<file path="src/rtl/wshb_arb_pkg.sv">
// Shared types for the SDRAM Wishbone arbiter: requester count, FSM state
// encoding and a saturating counter helper.
package wshb_arb_pkg;

    localparam int ARB_NREQ = 2;

    typedef enum logic [2:0] {
        ARB_IDLE   = 3'd0,
        ARB_GNT0   = 3'd1,
        ARB_GNT1   = 3'd2,
        ARB_ABORT0 = 3'd3,
        ARB_ABORT1 = 3'd4
    } arb_state_t;

    function automatic logic [7:0] sat_inc8(input logic [7:0] v);
        return (v == 8'hff) ? v : v + 8'd1;
    endfunction

endpackage

</file>
<file path="src/rtl/wshb_if.sv">
// Wishbone B4 bus bundle. A transfer completes in any cycle where cyc & stb
// are high and the slave answers with exactly one of ack/err/rty.
interface wshb_if #(
    parameter int DATA_BYTES = 1,
    parameter int ADDR_WIDTH = 32
) ();

    logic                      cyc;
    logic                      stb;
    logic                      we;
    logic [ADDR_WIDTH-1:0]     adr;
    logic [8*DATA_BYTES-1:0]   dat_ms;
    logic [8*DATA_BYTES-1:0]   dat_sm;
    logic [DATA_BYTES-1:0]     sel;
    logic [2:0]                cti;
    logic [1:0]                bte;
    logic                      ack;
    logic                      err;
    logic                      rty;

    modport master (
        output cyc, stb, we, adr, dat_ms, sel, cti, bte,
        input  dat_sm, ack, err, rty
    );

    modport slave (
        input  cyc, stb, we, adr, dat_ms, sel, cti, bte,
        output dat_sm, ack, err, rty
    );

endinterface

</file>
<file path="src/rtl/wshb_watchdog.sv">
// Stall watchdog: counts consecutive cycles in which the owner strobes and the
// slave stays silent, and flags the cycle that reaches the limit.
module wshb_watchdog #(
    parameter int TIMEOUT = 1024
) (
    input  logic sys_clk,
    input  logic sys_rst_n,
    input  logic run,
    input  logic restart,
    output logic expired
);

    localparam int CW = (TIMEOUT > 2) ? $clog2(TIMEOUT) : 1;
    localparam logic [CW-1:0] LIMIT = CW'(TIMEOUT - 1);

    logic [CW-1:0] count;

    // Expiry is qualified by run, so a response arriving in the limit cycle
    // still wins over the abort.
    assign expired = run && (count == LIMIT);

    always_ff @(posedge sys_clk or negedge sys_rst_n) begin
        if (!sys_rst_n) begin
            count <= '0;
        end else if (restart || !run) begin
            count <= '0;
        end else begin
            count <= count + CW'(1);
        end
    end

endmodule

</file>
<file path="src/rtl/wshb_sdram_arbiter.sv">
// Round-robin Wishbone arbiter sharing the SDRAM port between the VGA reader
// (requester 0) and a frame writer (requester 1), with a stall watchdog.
module wshb_sdram_arbiter
    import wshb_arb_pkg::*;
#(
    parameter int TIMEOUT = 1024
) (
    input  logic                sys_clk,
    input  logic                sys_rst_n,
    wshb_if.slave               wshb_ifs0,
    wshb_if.slave               wshb_ifs1,
    wshb_if.master              wshb_ifm,
    output logic [ARB_NREQ-1:0] grant,
    output logic [7:0]          abort_cnt,
    output arb_state_t          arb_state
);

    arb_state_t state;
    arb_state_t state_nx;
    logic       last;
    logic       owner_stb;
    logic       slv_resp;
    logic       wd_run;
    logic       wd_expired;
    logic       state_chg;

    assign slv_resp  = wshb_ifm.ack | wshb_ifm.err | wshb_ifm.rty;
    assign wd_run    = owner_stb & ~slv_resp;
    assign state_chg = (state_nx != state);
    assign arb_state = state;
    assign grant     = {state == ARB_GNT1, state == ARB_GNT0};

    always_comb begin
        owner_stb = 1'b0;
        case (state)
            ARB_GNT0: owner_stb = wshb_ifs0.stb;
            ARB_GNT1: owner_stb = wshb_ifs1.stb;
            default:  owner_stb = 1'b0;
        endcase
    end

    wshb_watchdog #(
        .TIMEOUT (TIMEOUT)
    ) u_watchdog (
        .sys_clk   (sys_clk),
        .sys_rst_n (sys_rst_n),
        .run       (wd_run),
        .restart   (state_chg),
        .expired   (wd_expired)
    );

    // An owner releasing cyc takes precedence over a watchdog expiry.
    always_comb begin
        state_nx = state;
        case (state)
            ARB_IDLE: begin
                if (wshb_ifs0.cyc && wshb_ifs1.cyc) begin
                    state_nx = last ? ARB_GNT0 : ARB_GNT1;
                end else if (wshb_ifs0.cyc) begin
                    state_nx = ARB_GNT0;
                end else if (wshb_ifs1.cyc) begin
                    state_nx = ARB_GNT1;
                end
            end
            ARB_GNT0: begin
                if (!wshb_ifs0.cyc) begin
                    state_nx = wshb_ifs1.cyc ? ARB_GNT1 : ARB_IDLE;
                end else if (wd_expired) begin
                    state_nx = ARB_ABORT0;
                end
            end
            ARB_GNT1: begin
                if (!wshb_ifs1.cyc) begin
                    state_nx = wshb_ifs0.cyc ? ARB_GNT0 : ARB_IDLE;
                end else if (wd_expired) begin
                    state_nx = ARB_ABORT1;
                end
            end
            ARB_ABORT0: state_nx = wshb_ifs1.cyc ? ARB_GNT1 : ARB_IDLE;
            ARB_ABORT1: state_nx = wshb_ifs0.cyc ? ARB_GNT0 : ARB_IDLE;
            default:    state_nx = ARB_IDLE;
        endcase
    end

    always_ff @(posedge sys_clk or negedge sys_rst_n) begin
        if (!sys_rst_n) begin
            state     <= ARB_IDLE;
            last      <= 1'b1;
            abort_cnt <= 8'd0;
        end else begin
            state <= state_nx;
            if (state_nx == ARB_GNT0) begin
                last <= 1'b0;
            end else if (state_nx == ARB_GNT1) begin
                last <= 1'b1;
            end
            if (state_chg && (state_nx == ARB_ABORT0 || state_nx == ARB_ABORT1)) begin
                abort_cnt <= sat_inc8(abort_cnt);
            end
        end
    end

    // Forward path: the registered owner drives the slave; idle and abort
    // cycles present an all-zero bus so the slave never sees a half transfer.
    always_comb begin
        wshb_ifm.cyc    = 1'b0;
        wshb_ifm.stb    = 1'b0;
        wshb_ifm.we     = 1'b0;
        wshb_ifm.adr    = '0;
        wshb_ifm.dat_ms = '0;
        wshb_ifm.sel    = '0;
        wshb_ifm.cti    = 3'b000;
        wshb_ifm.bte    = 2'b00;
        case (state)
            ARB_GNT0: begin
                wshb_ifm.cyc    = wshb_ifs0.cyc;
                wshb_ifm.stb    = wshb_ifs0.stb;
                wshb_ifm.we     = wshb_ifs0.we;
                wshb_ifm.adr    = wshb_ifs0.adr;
                wshb_ifm.dat_ms = wshb_ifs0.dat_ms;
                wshb_ifm.sel    = wshb_ifs0.sel;
                wshb_ifm.cti    = wshb_ifs0.cti;
                wshb_ifm.bte    = wshb_ifs0.bte;
            end
            ARB_GNT1: begin
                wshb_ifm.cyc    = wshb_ifs1.cyc;
                wshb_ifm.stb    = wshb_ifs1.stb;
                wshb_ifm.we     = wshb_ifs1.we;
                wshb_ifm.adr    = wshb_ifs1.adr;
                wshb_ifm.dat_ms = wshb_ifs1.dat_ms;
                wshb_ifm.sel    = wshb_ifs1.sel;
                wshb_ifm.cti    = wshb_ifs1.cti;
                wshb_ifm.bte    = wshb_ifs1.bte;
            end
            default: ;
        endcase
    end

    // Return path: read data is broadcast, terminations reach the owner only.
    assign wshb_ifs0.dat_sm = wshb_ifm.dat_sm;
    assign wshb_ifs1.dat_sm = wshb_ifm.dat_sm;
    assign wshb_ifs0.ack    = (state == ARB_GNT0) & wshb_ifm.ack;
    assign wshb_ifs1.ack    = (state == ARB_GNT1) & wshb_ifm.ack;
    assign wshb_ifs0.err    = ((state == ARB_GNT0) & wshb_ifm.err) | (state == ARB_ABORT0);
    assign wshb_ifs1.err    = ((state == ARB_GNT1) & wshb_ifm.err) | (state == ARB_ABORT1);
    assign wshb_ifs0.rty    = (state == ARB_GNT0) & wshb_ifm.rty;
    assign wshb_ifs1.rty    = (state == ARB_GNT1) & wshb_ifm.rty;

endmodule

</file>
<file path="src/flat_wrapper.sv">
// flat-port wrapper written by rule: the top's interface ports become plain ports
module wshb_sdram_arbiter_flat import wshb_arb_pkg::*;
#(
    parameter int TIMEOUT = 1024
)
  (sys_clk, sys_rst_n, grant, abort_cnt, arb_state, wshb_ifs0_cyc, wshb_ifs0_stb, wshb_ifs0_we, wshb_ifs0_adr, wshb_ifs0_dat_ms, wshb_ifs0_sel, wshb_ifs0_cti, wshb_ifs0_bte, wshb_ifs0_dat_sm, wshb_ifs0_ack, wshb_ifs0_err, wshb_ifs0_rty, wshb_ifs1_cyc, wshb_ifs1_stb, wshb_ifs1_we, wshb_ifs1_adr, wshb_ifs1_dat_ms, wshb_ifs1_sel, wshb_ifs1_cti, wshb_ifs1_bte, wshb_ifs1_dat_sm, wshb_ifs1_ack, wshb_ifs1_err, wshb_ifs1_rty, wshb_ifm_cyc, wshb_ifm_stb, wshb_ifm_we, wshb_ifm_adr, wshb_ifm_dat_ms, wshb_ifm_sel, wshb_ifm_cti, wshb_ifm_bte, wshb_ifm_dat_sm, wshb_ifm_ack, wshb_ifm_err, wshb_ifm_rty);
  wshb_if #(.DATA_BYTES(4)) wshb_ifs0_i ();
  wshb_if #(.DATA_BYTES(4)) wshb_ifs1_i ();
  wshb_if #(.DATA_BYTES(4)) wshb_ifm_i ();
  input  logic sys_clk;
  input  logic sys_rst_n;
  output logic [ARB_NREQ-1:0] grant;
  output logic [7:0] abort_cnt;
  output arb_state_t arb_state;
  input wire logic [$bits(wshb_ifs0_i.cyc)-1:0] wshb_ifs0_cyc;
  input wire logic [$bits(wshb_ifs0_i.stb)-1:0] wshb_ifs0_stb;
  input wire logic [$bits(wshb_ifs0_i.we)-1:0] wshb_ifs0_we;
  input wire logic [$bits(wshb_ifs0_i.adr)-1:0] wshb_ifs0_adr;
  input wire logic [$bits(wshb_ifs0_i.dat_ms)-1:0] wshb_ifs0_dat_ms;
  input wire logic [$bits(wshb_ifs0_i.sel)-1:0] wshb_ifs0_sel;
  input wire logic [$bits(wshb_ifs0_i.cti)-1:0] wshb_ifs0_cti;
  input wire logic [$bits(wshb_ifs0_i.bte)-1:0] wshb_ifs0_bte;
  output wire logic [$bits(wshb_ifs0_i.dat_sm)-1:0] wshb_ifs0_dat_sm;
  output wire logic [$bits(wshb_ifs0_i.ack)-1:0] wshb_ifs0_ack;
  output wire logic [$bits(wshb_ifs0_i.err)-1:0] wshb_ifs0_err;
  output wire logic [$bits(wshb_ifs0_i.rty)-1:0] wshb_ifs0_rty;
  input wire logic [$bits(wshb_ifs1_i.cyc)-1:0] wshb_ifs1_cyc;
  input wire logic [$bits(wshb_ifs1_i.stb)-1:0] wshb_ifs1_stb;
  input wire logic [$bits(wshb_ifs1_i.we)-1:0] wshb_ifs1_we;
  input wire logic [$bits(wshb_ifs1_i.adr)-1:0] wshb_ifs1_adr;
  input wire logic [$bits(wshb_ifs1_i.dat_ms)-1:0] wshb_ifs1_dat_ms;
  input wire logic [$bits(wshb_ifs1_i.sel)-1:0] wshb_ifs1_sel;
  input wire logic [$bits(wshb_ifs1_i.cti)-1:0] wshb_ifs1_cti;
  input wire logic [$bits(wshb_ifs1_i.bte)-1:0] wshb_ifs1_bte;
  output wire logic [$bits(wshb_ifs1_i.dat_sm)-1:0] wshb_ifs1_dat_sm;
  output wire logic [$bits(wshb_ifs1_i.ack)-1:0] wshb_ifs1_ack;
  output wire logic [$bits(wshb_ifs1_i.err)-1:0] wshb_ifs1_err;
  output wire logic [$bits(wshb_ifs1_i.rty)-1:0] wshb_ifs1_rty;
  output wire logic [$bits(wshb_ifm_i.cyc)-1:0] wshb_ifm_cyc;
  output wire logic [$bits(wshb_ifm_i.stb)-1:0] wshb_ifm_stb;
  output wire logic [$bits(wshb_ifm_i.we)-1:0] wshb_ifm_we;
  output wire logic [$bits(wshb_ifm_i.adr)-1:0] wshb_ifm_adr;
  output wire logic [$bits(wshb_ifm_i.dat_ms)-1:0] wshb_ifm_dat_ms;
  output wire logic [$bits(wshb_ifm_i.sel)-1:0] wshb_ifm_sel;
  output wire logic [$bits(wshb_ifm_i.cti)-1:0] wshb_ifm_cti;
  output wire logic [$bits(wshb_ifm_i.bte)-1:0] wshb_ifm_bte;
  input wire logic [$bits(wshb_ifm_i.dat_sm)-1:0] wshb_ifm_dat_sm;
  input wire logic [$bits(wshb_ifm_i.ack)-1:0] wshb_ifm_ack;
  input wire logic [$bits(wshb_ifm_i.err)-1:0] wshb_ifm_err;
  input wire logic [$bits(wshb_ifm_i.rty)-1:0] wshb_ifm_rty;
  assign wshb_ifs0_i.cyc = wshb_ifs0_cyc;
  assign wshb_ifs0_i.stb = wshb_ifs0_stb;
  assign wshb_ifs0_i.we = wshb_ifs0_we;
  assign wshb_ifs0_i.adr = wshb_ifs0_adr;
  assign wshb_ifs0_i.dat_ms = wshb_ifs0_dat_ms;
  assign wshb_ifs0_i.sel = wshb_ifs0_sel;
  assign wshb_ifs0_i.cti = wshb_ifs0_cti;
  assign wshb_ifs0_i.bte = wshb_ifs0_bte;
  assign wshb_ifs0_dat_sm = wshb_ifs0_i.dat_sm;
  assign wshb_ifs0_ack = wshb_ifs0_i.ack;
  assign wshb_ifs0_err = wshb_ifs0_i.err;
  assign wshb_ifs0_rty = wshb_ifs0_i.rty;
  assign wshb_ifs1_i.cyc = wshb_ifs1_cyc;
  assign wshb_ifs1_i.stb = wshb_ifs1_stb;
  assign wshb_ifs1_i.we = wshb_ifs1_we;
  assign wshb_ifs1_i.adr = wshb_ifs1_adr;
  assign wshb_ifs1_i.dat_ms = wshb_ifs1_dat_ms;
  assign wshb_ifs1_i.sel = wshb_ifs1_sel;
  assign wshb_ifs1_i.cti = wshb_ifs1_cti;
  assign wshb_ifs1_i.bte = wshb_ifs1_bte;
  assign wshb_ifs1_dat_sm = wshb_ifs1_i.dat_sm;
  assign wshb_ifs1_ack = wshb_ifs1_i.ack;
  assign wshb_ifs1_err = wshb_ifs1_i.err;
  assign wshb_ifs1_rty = wshb_ifs1_i.rty;
  assign wshb_ifm_cyc = wshb_ifm_i.cyc;
  assign wshb_ifm_stb = wshb_ifm_i.stb;
  assign wshb_ifm_we = wshb_ifm_i.we;
  assign wshb_ifm_adr = wshb_ifm_i.adr;
  assign wshb_ifm_dat_ms = wshb_ifm_i.dat_ms;
  assign wshb_ifm_sel = wshb_ifm_i.sel;
  assign wshb_ifm_cti = wshb_ifm_i.cti;
  assign wshb_ifm_bte = wshb_ifm_i.bte;
  assign wshb_ifm_i.dat_sm = wshb_ifm_dat_sm;
  assign wshb_ifm_i.ack = wshb_ifm_ack;
  assign wshb_ifm_i.err = wshb_ifm_err;
  assign wshb_ifm_i.rty = wshb_ifm_rty;
  wshb_sdram_arbiter #(.TIMEOUT(TIMEOUT)) u_core (.sys_clk(sys_clk), .sys_rst_n(sys_rst_n), .wshb_ifs0(wshb_ifs0_i), .wshb_ifs1(wshb_ifs1_i), .wshb_ifm(wshb_ifm_i), .grant(grant), .abort_cnt(abort_cnt), .arb_state(arb_state));
endmodule
</file>
<file path="config.mk">
export PLATFORM = sky130hd
export DESIGN_NAME = wshb_sdram_arbiter_flat
export DESIGN_NICKNAME = d
export VERILOG_FILES = /design/src/rtl/wshb_arb_pkg.sv /design/src/rtl/wshb_if.sv /design/src/rtl/wshb_watchdog.sv /design/src/rtl/wshb_sdram_arbiter.sv /design/src/flat_wrapper.sv
export SDC_FILE = /design/constraint.sdc
export NUM_CORES = 1
export LEC_CHECK = 0
export CORE_AREA = 8 8 129 131
export CTS_CLUSTER_SIZE = 28
export DETAILED_ROUTE_END_ITERATION = 10
export DIE_AREA = 0 0 137 139
export GPL_TIMING_DRIVEN = 0
export PLACE_DENSITY_LB_ADDON = 0.1
export SYNTH_ARGS = -nofsm -noshare
export SYNTH_HDL_FRONTEND = slang
export SYNTH_SLANG_ARGS = --single-unit
</file>
<file path="constraint.sdc">
create_clock -name sys_clk -period 2.7 [get_ports sys_clk]
set_input_delay 0.405 -clock sys_clk [delete_from_list [all_inputs] [get_ports sys_clk]]
set_output_delay 0.405 -clock sys_clk [all_outputs]
set_load 0.01 [all_outputs]
</file>
==> results.json, run 1 <==
{
  "slew_violations": 0,
  "yosys.cell_types.count": 40,
  "grtUsageMet3": 0.114,
  "status": "completed",
  "cts_made_buffers": 3,
  "holdPathStages": 1,
  "row_count": 45,
  "die_w_um": 137,
  "setup_viol": 0,
  "grt_start_max_net_pins": 23,
  "r2r_setup_slack_ps": 450,
  "ys_ff_latch": 22,
  "wl_per_cell_um": 24.7,
  "clk_path_buf_depth": 2,
  "drc": 0,
  "relSlewSlack": 0.348,
  "synth_top_area_frac": 0.258,
  "post-dp-hpwl_mm": 17.6,
  "start_util": 0.170,
  "grt.met1_usage": 0.211,
  "netlist_area_um2": 2510,
  "r2r_end": "u_core.abort_cnt[1]",
  "ys_async_sr_fraction": 1.00,
  "yosysSeqAreaShare": 0.220,
  "die_area_um2": 19000,
  "gp_congestion": 0.858,
  "met2_usage": 0.323,
  "hold_violations": 0,
  "finalNetCount": 796,
  "hold_end": "u_core.abort_cnt[4]",
  "vias": 3422,
  "post_dp_cell_area_um2": 5900,
  "yosys_most_used_dff": "dfrtp_1",
  "port_buffers": 315,
  "grt-ovfl-total": 0,
  "cts.sinks": 22,
  "synth_warnings": 0,
  "wl_mm": 19.6,
  "die_height_um": 139,
  "fmax_mhz": 374,
  "rsz0062_at_grt": "yes",
  "p_leak_nw": 2.95,
  "synth_edf_count": 0,
  "firstDrtPassIters": 4,
  "worstPathArrival_ps": 2270,
  "end_kind": "primary output",
  "synth_nets": 471,
  "ir_drop_uv": 348,
  "power_density_nw_per_um2": 485,
  "period_needed_ps": 2680,
  "io_pins": 348,
  "cap_viol_max_count": 0,
  "grt_pass1_wl_mm": 26.5,
  "grt_pass1_vias": 3493,
  "period_share": 0.992,
  "synth_area_per_cell_um2": 8.96,
  "hold_path.class": "reg -> reg",
  "antenna_found_initial": 13,
  "core-area_um2": 14800,
  "yosysTopAreaCell": "a22o_1",
  "power_mw": 2.99,
  "cts_tree": "done",
  "hold_buffers": 0,
  "viasPerCell": 4.31,
  "required_ps": 2300,
  "critPathMaxFanout": 10,
  "path_clk_slew_ps": 60,
  "clock-skew-final_ps": 1.68,
  "cts_max_level": 1,
  "synth_cells": 280,
  "synth.most_common_cell": "a22o_1",
  "grt_busiest_layer": "met2",
  "gr-usage-all-layers": 0.193,
  "drtIter0Drc": 157,
  "stdcell_area_um2": 6170,
  "clkLatencyLatePin_ps": 250,
  "ff2ff_path_depth": 9,
  "areaGrowthSynthToFinish_pct": 146,
  "worstReg2RegStart": "u_core.arb_state[2]",
  "synth_common_cells": "74 x a22o_1, 64 x buf_4, 21 x dfrtp_1",
  "critPathLaunchType": "flip-flop",
  "drive_gt1_frac": 0.175,
  "crit_type": "reg -> out",
  "hp-start": "u_core.abort_cnt[4]",
  "ant_nets": 0,
  "tightest_slew_ps": 975,
  "yosys-top-cells-area": "a22o_1 26%, dfrtp_1 21%, buf_4 19%",
  "root_buffer": "clkbuf_16"
}
## layer usage
layer	routed length, um	share of wire
met1	7260	0.37
met2	9300	0.47
met3	2770	0.14
met4	157	0.0080
met5	130	0.0066
## cells by family (layout without fill, tap and decap cells)
| kind of cell | Yosys count | after routing | synth area share |
|---|---|---|---|
| other | 0 | 2 | 0 |
| muxes | 2 | 2 | 0.00898 |
| AOI/OAI and AO/OA | 87 | 87 | 0.307 |
| buffers and inverters | 84 | 408 | 0.226 |
| and+or+nand+nor | 67 | 67 | 0.164 |
| DFF | 22 | 22 | 0.220 |
| adders and majority gates | 3 | 3 | 0.0140 |
| xor gates and xnor gates | 15 | 15 | 0.0599 |
## state kept, by name, summed over array words and instances (netlist names)
register                 flops
u_core.abort_cnt             8
u_core.arb_state             3
u_core.last                  1
u_core.u_watchdog.count     10
## critical path: stages (launching register included)
cell             delay, ps
dfrtp_1                400
buf_4                  200
nor3b_4                290
clkbuf_8               220
clkbuf_4               210
a22o_1                 160
clkdlybuf4s50_1        540
## power breakdown
group | switching (mW) | leakage (nW) | internal [mW] | total (mW)
Combinational | 0.954 | 2.61 | 1.26 | 2.22
Sequential | 0.0571 | 0.297 | 0.372 | 0.429
Clock | 0.118 | 0.0442 | 0.226 | 0.344
## layout make-up
cell class	instances	area [um^2]
fill	1497	8580
timing repair buffer	321	3240
multi-input combinational	174	1400
buffer	82	641
sequential	22	552
tap	188	235
clock buffer	4	88.8
antenna	2	5.00
inverter	1	3.75
## how the worst max path moves through the flow
| stage | slack, ps | from | endpoint | cells after the start |
|---|---|---|---|---|
| 2_1_floorplan | 600 | u_core.arb_state[0] | wshb_ifm_bte[0] | 5 |
| 3_3_place_gp | -440 | u_core.arb_state[0] | wshb_ifm_adr[29] | 6 |
| 3_5_place_dp | -440 | u_core.arb_state[0] | wshb_ifm_adr[29] | 6 |
| 4_1_cts | -6 | u_core.arb_state[2] | wshb_ifm_adr[30] | 7 |
| 5_1_grt | -80 | u_core.arb_state[0] | wshb_ifm_adr[30] | 6 |
| 6_report | 20 | u_core.arb_state[0] | wshb_ifm_adr[30] | 6 |
## through the flow
| stage | utilization | setup slack (ps) | setup TNS, ps | hold WS, ps | cells |
|---|---|---|---|---|---|
| floorplan | - | 595 | 0 | 109 | 280 |
| global placement | 0.400 | -436 | -14160 | 476 | 783 |
| detailed placement | 0.400 | -439 | -13360 | 491 | 783 |
| CTS | 0.410 | -6.27 | -6.27 | 499 | 788 |
| global route | 0.418 | -75.7 | -188 | 515 | 794 |
| finish | 0.418 | 22.8 | 0 | 495 | 794 |
## cell usage in the layout (no fill, tap or decap), types with 3 or more instances in the layout
cell,instances
a22o_1,74
nand2_1,7
and2_1,4
clkbuf_16,3
nor3_1,9
clkbuf_4,5
nand4_1,5
clkbuf_8,3
clkdlybuf4s50_1,275
xor2_1,12
nor2b_1,4
buf_6,4
buf_4,75
a21oi_1,3
and3_1,3
o21ai_0,3
dlymetal6s2s_1,26
dlygate4sd2_1,14
nand3_1,6
dfrtp_1,21
nand2b_1,3
nor2_1,13
## what timing repair did
action                                  in CTS  in global routing
setup buffers                                2                  3
pin swaps                                    1                  2
gates resized for setup                     45                 42
cloned                                       0                  1
endpoints found under the setup margin      80                 56
(Power assumes the default switching activity.)
==> run 2, diff against run 1 <==
CORE_AREA = 2 2 134 136   (was 8 8 129 131)
DIE_AREA = 0 0 136 138   (was 0 0 137 139)
HOLD_SLACK_MARGIN = 0.06   (was unset)
==> results.json, run 2 (synthesized netlist as in run 1, its figures left out) <==
{
  "status": "completed",
  "p_leak_nw": 2.94,
  "drtIter0Drc": 94,
  "firstDrtPassIters": 4,
  "finish.utilization": 0.357,
  "drc": 0,
  "final_common_cell": "clkdlybuf4s50_1",
  "end_kind": "primary output",
  "cts.sinks": 22,
  "grt-ovfl-total": 0,
  "relSlewSlack": 0.340,
  "fin_ws_ps": 103,
  "post-place-ws_ps": -506,
  "wl_per_cell_um": 20.0,
  "grt_start_max_net_pins": 23,
  "ir_drop_uv": 341,
  "tightest_slew_ps": 987,
  "p_switching_mw": 1.11,
  "die_height_um": 138,
  "root_buffer": "clkbuf_16",
  "top_register": "u_core.u_watchdog.count",
  "viasPerCell": 4.01,
  "power_density_nw_per_um2": 491,
  "ant_nets": 0,
  "cts_tree": "done",
  "instances_no_fill": 834,
  "final_cell_mix": "285 x clkdlybuf4s50_1, 74 x a22o_1, 71 x buf_4",
  "setup_viol": 0,
  "critPathLaunchType": "flip-flop",
  "clkLatencyLatePin_ps": 250,
  "dp.cells": 824,
  "worstPathArrival_ps": 2190,
  "gp_congestion": 0.894,
  "p_sw_frac": 0.359,
  "p_seq_frac": 0.140,
  "clk_path_buf_depth": 2,
  "grt_pass1_wl_mm": 22.7,
  "p_int_mw": 1.97,
  "grt_pass1_vias": 3379,
  "row_count": 49,
  "hold_violations": 0,
  "die_w_um": 136,
  "crit_type": "reg -> out",
  "r2r_setup_slack_ps": 480,
  "largest_reg_flops": 10,
  "gr-usage-all-layers": 0.165,
  "die_area_um2": 18800,
  "slew_violations": 0,
  "cts_max_level": 1,
  "antenna_found_initial": 4,
  "drive_gt1_frac": 0.175,
  "finalNetCount": 796,
  "clock-skew-final_ps": 2.79,
  "cap_viol_max_count": 0,
  "core-area_um2": 17500,
  "period_share": 0.962,
  "p_clk_frac": 0.135,
  "areaGrowthSynthToFinish_pct": 150,
  "rsz0062_at_grt": "yes",
  "critPathMaxFanout": 10,
  "power_mw": 3.07,
  "hold_buffers": 0,
  "hold_path.class": "reg -> reg",
  "start_util": 0.143,
  "vias": 3347,
  "io_pins": 348,
  "cts_made_buffers": 3,
  "fmax_mhz": 385,
  "combinationalPowerShare": 0.726,
  "period_needed_ps": 2600,
  "path_clk_slew_ps": 60,
  "post-dp-hpwl_mm": 14.7,
  "port_buffers": 315,
  "wl_mm": 16.7,
  "worst_hold_slack_ps": 481,
  "required_ps": 2300
}
## run 2: changes by cell type in the layout (fill, tap and decap cells not counted), sizes merged
cell	before	now
buf	81	82
bufinv	0	1
dlygate4sd2	14	3
diode	2	1
clkdlybuf4s50	275	285
dlymetal6s2s	26	27
clkbuf	11	9
## run 2: final timing paths
check                                           start                          to  cells after the start
setup reg to reg           u_core.u_watchdog.count[0]         u_core.abort_cnt[1]                      7
hold reg to reg                   u_core.abort_cnt[4]         u_core.abort_cnt[4]                      1
min in group asynchronous                   sys_rst_n  u_core.u_watchdog.count[4]                      1
hold / removal                    u_core.abort_cnt[4]         u_core.abort_cnt[4]                      1
setup / recovery                  u_core.arb_state[2]         wshb_ifm_dat_ms[25]                      7
max in group asynchronous                   sys_rst_n         u_core.abort_cnt[7]                      1
## run 2: what timing repair did
action,4_1_cts,5_1_grt
pin swaps,2,1
resized for setup,35,41
buffers inserted,3,2
endpoints found under the setup margin,80,67
## run 2: cell type report
type                            count  area (um^2)
Timing Repair Buffer              320         3270
Sequential cell                    22          552
Clock buffer                        3         75.1
Multi-Input combinational cell    174         1400
Buffer                             83          647
Clock inverter                      1         30.0
Fill cell                        1789        11300
Antenna cell                        1         2.50
Inverter                            1         3.75
Tap cell                          229          287
## run 2: metrics by stage
stage                     cell area, um^2  setup TNS, ps
after floorplan                      2510              0
after global placement               5950         -17680
after detailed placement             5950         -18990
after CTS                            6160              0
after global routing                 6260          -68.2
final                                6270              0
## run 2: per-layer routing
layer | track usage | vias to the layer above | wire [um]
li1 | - | 1623 | -
met1 | 0.193 | 1532 | 6450
met2 | 0.295 | 176 | 8160
met3 | 0.0671 | 10 | 1940
met4 | 0.00987 | 6 | 64
met5 | 0 | - | 42
## run 2: worst max-delay path: stages, from the launching register on
cell and delay (ps):
dfrtp_1 390, buf_6 150, nand2b_1 190, nor2_4 170, buf_6 170, buf_4 180, a22o_1 140, clkdlybuf4s50_1 540
## run 2: power groups by stage
stage | clock network [mW] | registers, mW | logic [mW]
6_report | 0.414 | 0.429 | 2.23
5_1_grt | 0.443 | 0.436 | 2.38
4_1_cts | 0.422 | 0.428 | 2.26
3_5_place_dp | 0 | 0.432 | 2.17
3_3_place_gp | 0 | 0.433 | 2.17
2_1_floorplan | 0 | 0.431 | 0.907
==> run 3, diff against run 2 <==
SLEW_MARGIN = 20   (was unset)
==> results.json, run 3 (synthesized netlist as in run 1, its figures left out) <==
{
  "grt-ovfl-total": 0,
  "relSlewSlack": 0.669,
  "worstPathArrival_ps": 2190,
  "slew_violations": 0,
  "required_ps": 2300,
  "period_share": 0.962,
  "path_clk_slew_ps": 60,
  "combinationalPowerShare": 0.726,
  "cap_viol_max_count": 0,
  "die_height_um": 138,
  "setup_viol": 0,
  "wl_per_cell_um": 20.0,
  "status": "completed",
  "multi_input_area_um2": 1400,
  "io_pins": 348,
  "firstDrtPassIters": 4,
  "fmax_mhz": 385,
  "die_w_um": 136,
  "grt_pass1_wl_mm": 22.7,
  "antenna_found_initial": 4,
  "gp_congestion": 0.894,
  "viasPerCell": 4.01,
  "final_cell_mix": "284 x clkdlybuf4s50_1, 74 x a22o_1, 71 x buf_4",
  "ff_latch_area_um2": 552,
  "r2r_end": "u_core.abort_cnt[1]",
  "post-place-ws_ps": -506,
  "fillCellCount": 1789,
  "ir_drop_uv": 334,
  "fin_ws_ps": 103,
  "final_common_cell": "clkdlybuf4s50_1",
  "p_switching_mw": 1.11,
  "tightest_slew_ps": 496,
  "start_util": 0.143,
  "cts_max_level": 1,
  "port_buffers": 315,
  "power_density_nw_per_um2": 491,
  "post-dp-hpwl_mm": 14.7,
  "hold_buffers": 0,
  "p_sw_frac": 0.360,
  "wl_mm": 16.7,
  "drive_gt1_frac": 0.177,
  "vias": 3347,
  "crit_type": "reg -> out",
  "top_register": "u_core.u_watchdog.count",
  "areaGrowthSynthToFinish_pct": 150,
  "finalNetCount": 796,
  "critPathMaxFanout": 10,
  "drtIter0Drc": 94,
  "rsz0062_at_grt": "yes",
  "row_count": 49,
  "root_buffer": "clkbuf_16",
  "r2r_setup_slack_ps": 480,
  "worst_hold_slack_ps": 111,
  "grt_pass1_vias": 3379,
  "cts_tree": "done",
  "p_int_mw": 1.97,
  "p_clk_frac": 0.135,
  "p_leak_nw": 2.94,
  "gr-usage-all-layers": 0.165,
  "tns_ps": 0,
  "clock-skew-final_ps": 2.79,
  "end_kind": "primary output",
  "ff2ff_path_depth": 7,
  "largest_reg_flops": 10,
  "drc": 0,
  "core-area_um2": 17500,
  "hold_violations": 0,
  "ant_nets": 0,
  "clkLatencyLatePin_ps": 250,
  "p_seq_frac": 0.140,
  "die_area_um2": 18800,
  "worstReg2RegStart": "u_core.u_watchdog.count[0]",
  "clk_path_buf_depth": 2,
  "cts_made_buffers": 3,
  "hold_path.class": "in -> async",
  "power_mw": 3.07,
  "crit_start": "u_core.arb_state[2]",
  "period_needed_ps": 2600,
  "grt_start_max_net_pins": 23,
  "critPathLaunchType": "flip-flop",
  "cts.sinks": 22
}
[run 3: cell types whose count changed in the layout (fill, tap and decap cells not counted)]
cell             change
clkdlybuf4s50_1      -1
buf_2                +1
[run 3: worst max-delay path by stage]
stage	cells past startpoint	endpoint	slack, ps
final	7	wshb_ifm_dat_ms[25]	100
after global placement	6	wshb_ifm_adr[29]	-480
after floorplan	5	wshb_ifm_bte[0]	600
after detailed placement	6	wshb_ifm_adr[27]	-510
after CTS	7	wshb_ifm_dat_ms[14]	2
after global routing	6	wshb_ifm_dat_ms[23]	-30
[run 3: layout make-up]
cell class / instances / area share
buffer: 83 / 0.103
inverter: 1 / 0.000599
multi-input combinational: 174 / 0.224
clock buffer: 3 / 0.0120
timing repair buffer: 320 / 0.521
clock inverter: 1 / 0.00480
sequential: 22 / 0.0881
antenna: 1 / 0.000400
tap: 229 / 0.0458
[run 3: worst max-delay path, stage by stage (launching register included)]
cell and delay [ps]:
dfrtp_1 390, buf_6 150, nand2b_1 190, nor2_4 170, buf_6 170, buf_4 180, a22o_1 140, clkdlybuf4s50_1 540
[run 3: power groups by stage]
| stage | Sequential [mW] | Clock, mW | Combinational, mW |
|---|---|---|---|
| finish | 0.429 | 0.414 | 2.23 |
| global route | 0.436 | 0.443 | 2.38 |
| CTS | 0.428 | 0.422 | 2.26 |
| detailed placement | 0.432 | 0 | 2.17 |
| global placement | 0.433 | 0 | 2.17 |
| floorplan | 0.431 | 0 | 0.907 |
[run 3: routing by layer]
layer	share of wire	GRT usage	routed length, um	up-vias
met4	0.0038	0.00987	64	6
met2	0.49	0.295	8160	176
met3	0.12	0.0671	1940	10
met5	0.0025	0	42	-
li1	-	-	-	1623
met1	0.39	0.193	6450	1532
[run 3: per-stage QoR]
| step | cell area (um^2) | utilization | std cells |
|---|---|---|---|
| final | 6260 | 0.357 | 834 |
| after global routing | 6260 | 0.357 | 833 |
| after CTS | 6160 | 0.351 | 831 |
| after detailed placement | 5950 | 0.339 | 824 |
| after global placement | 5950 | 0.339 | 824 |
| after floorplan | 2510 | - | 280 |
[run 3: repair_timing]
action                     4_1_cts  5_1_grt
pin swaps                        2        1
gates cloned                     0        0
buffers inserted                 3        2
resized for setup               35       41
setup endpoints to repair       80       67
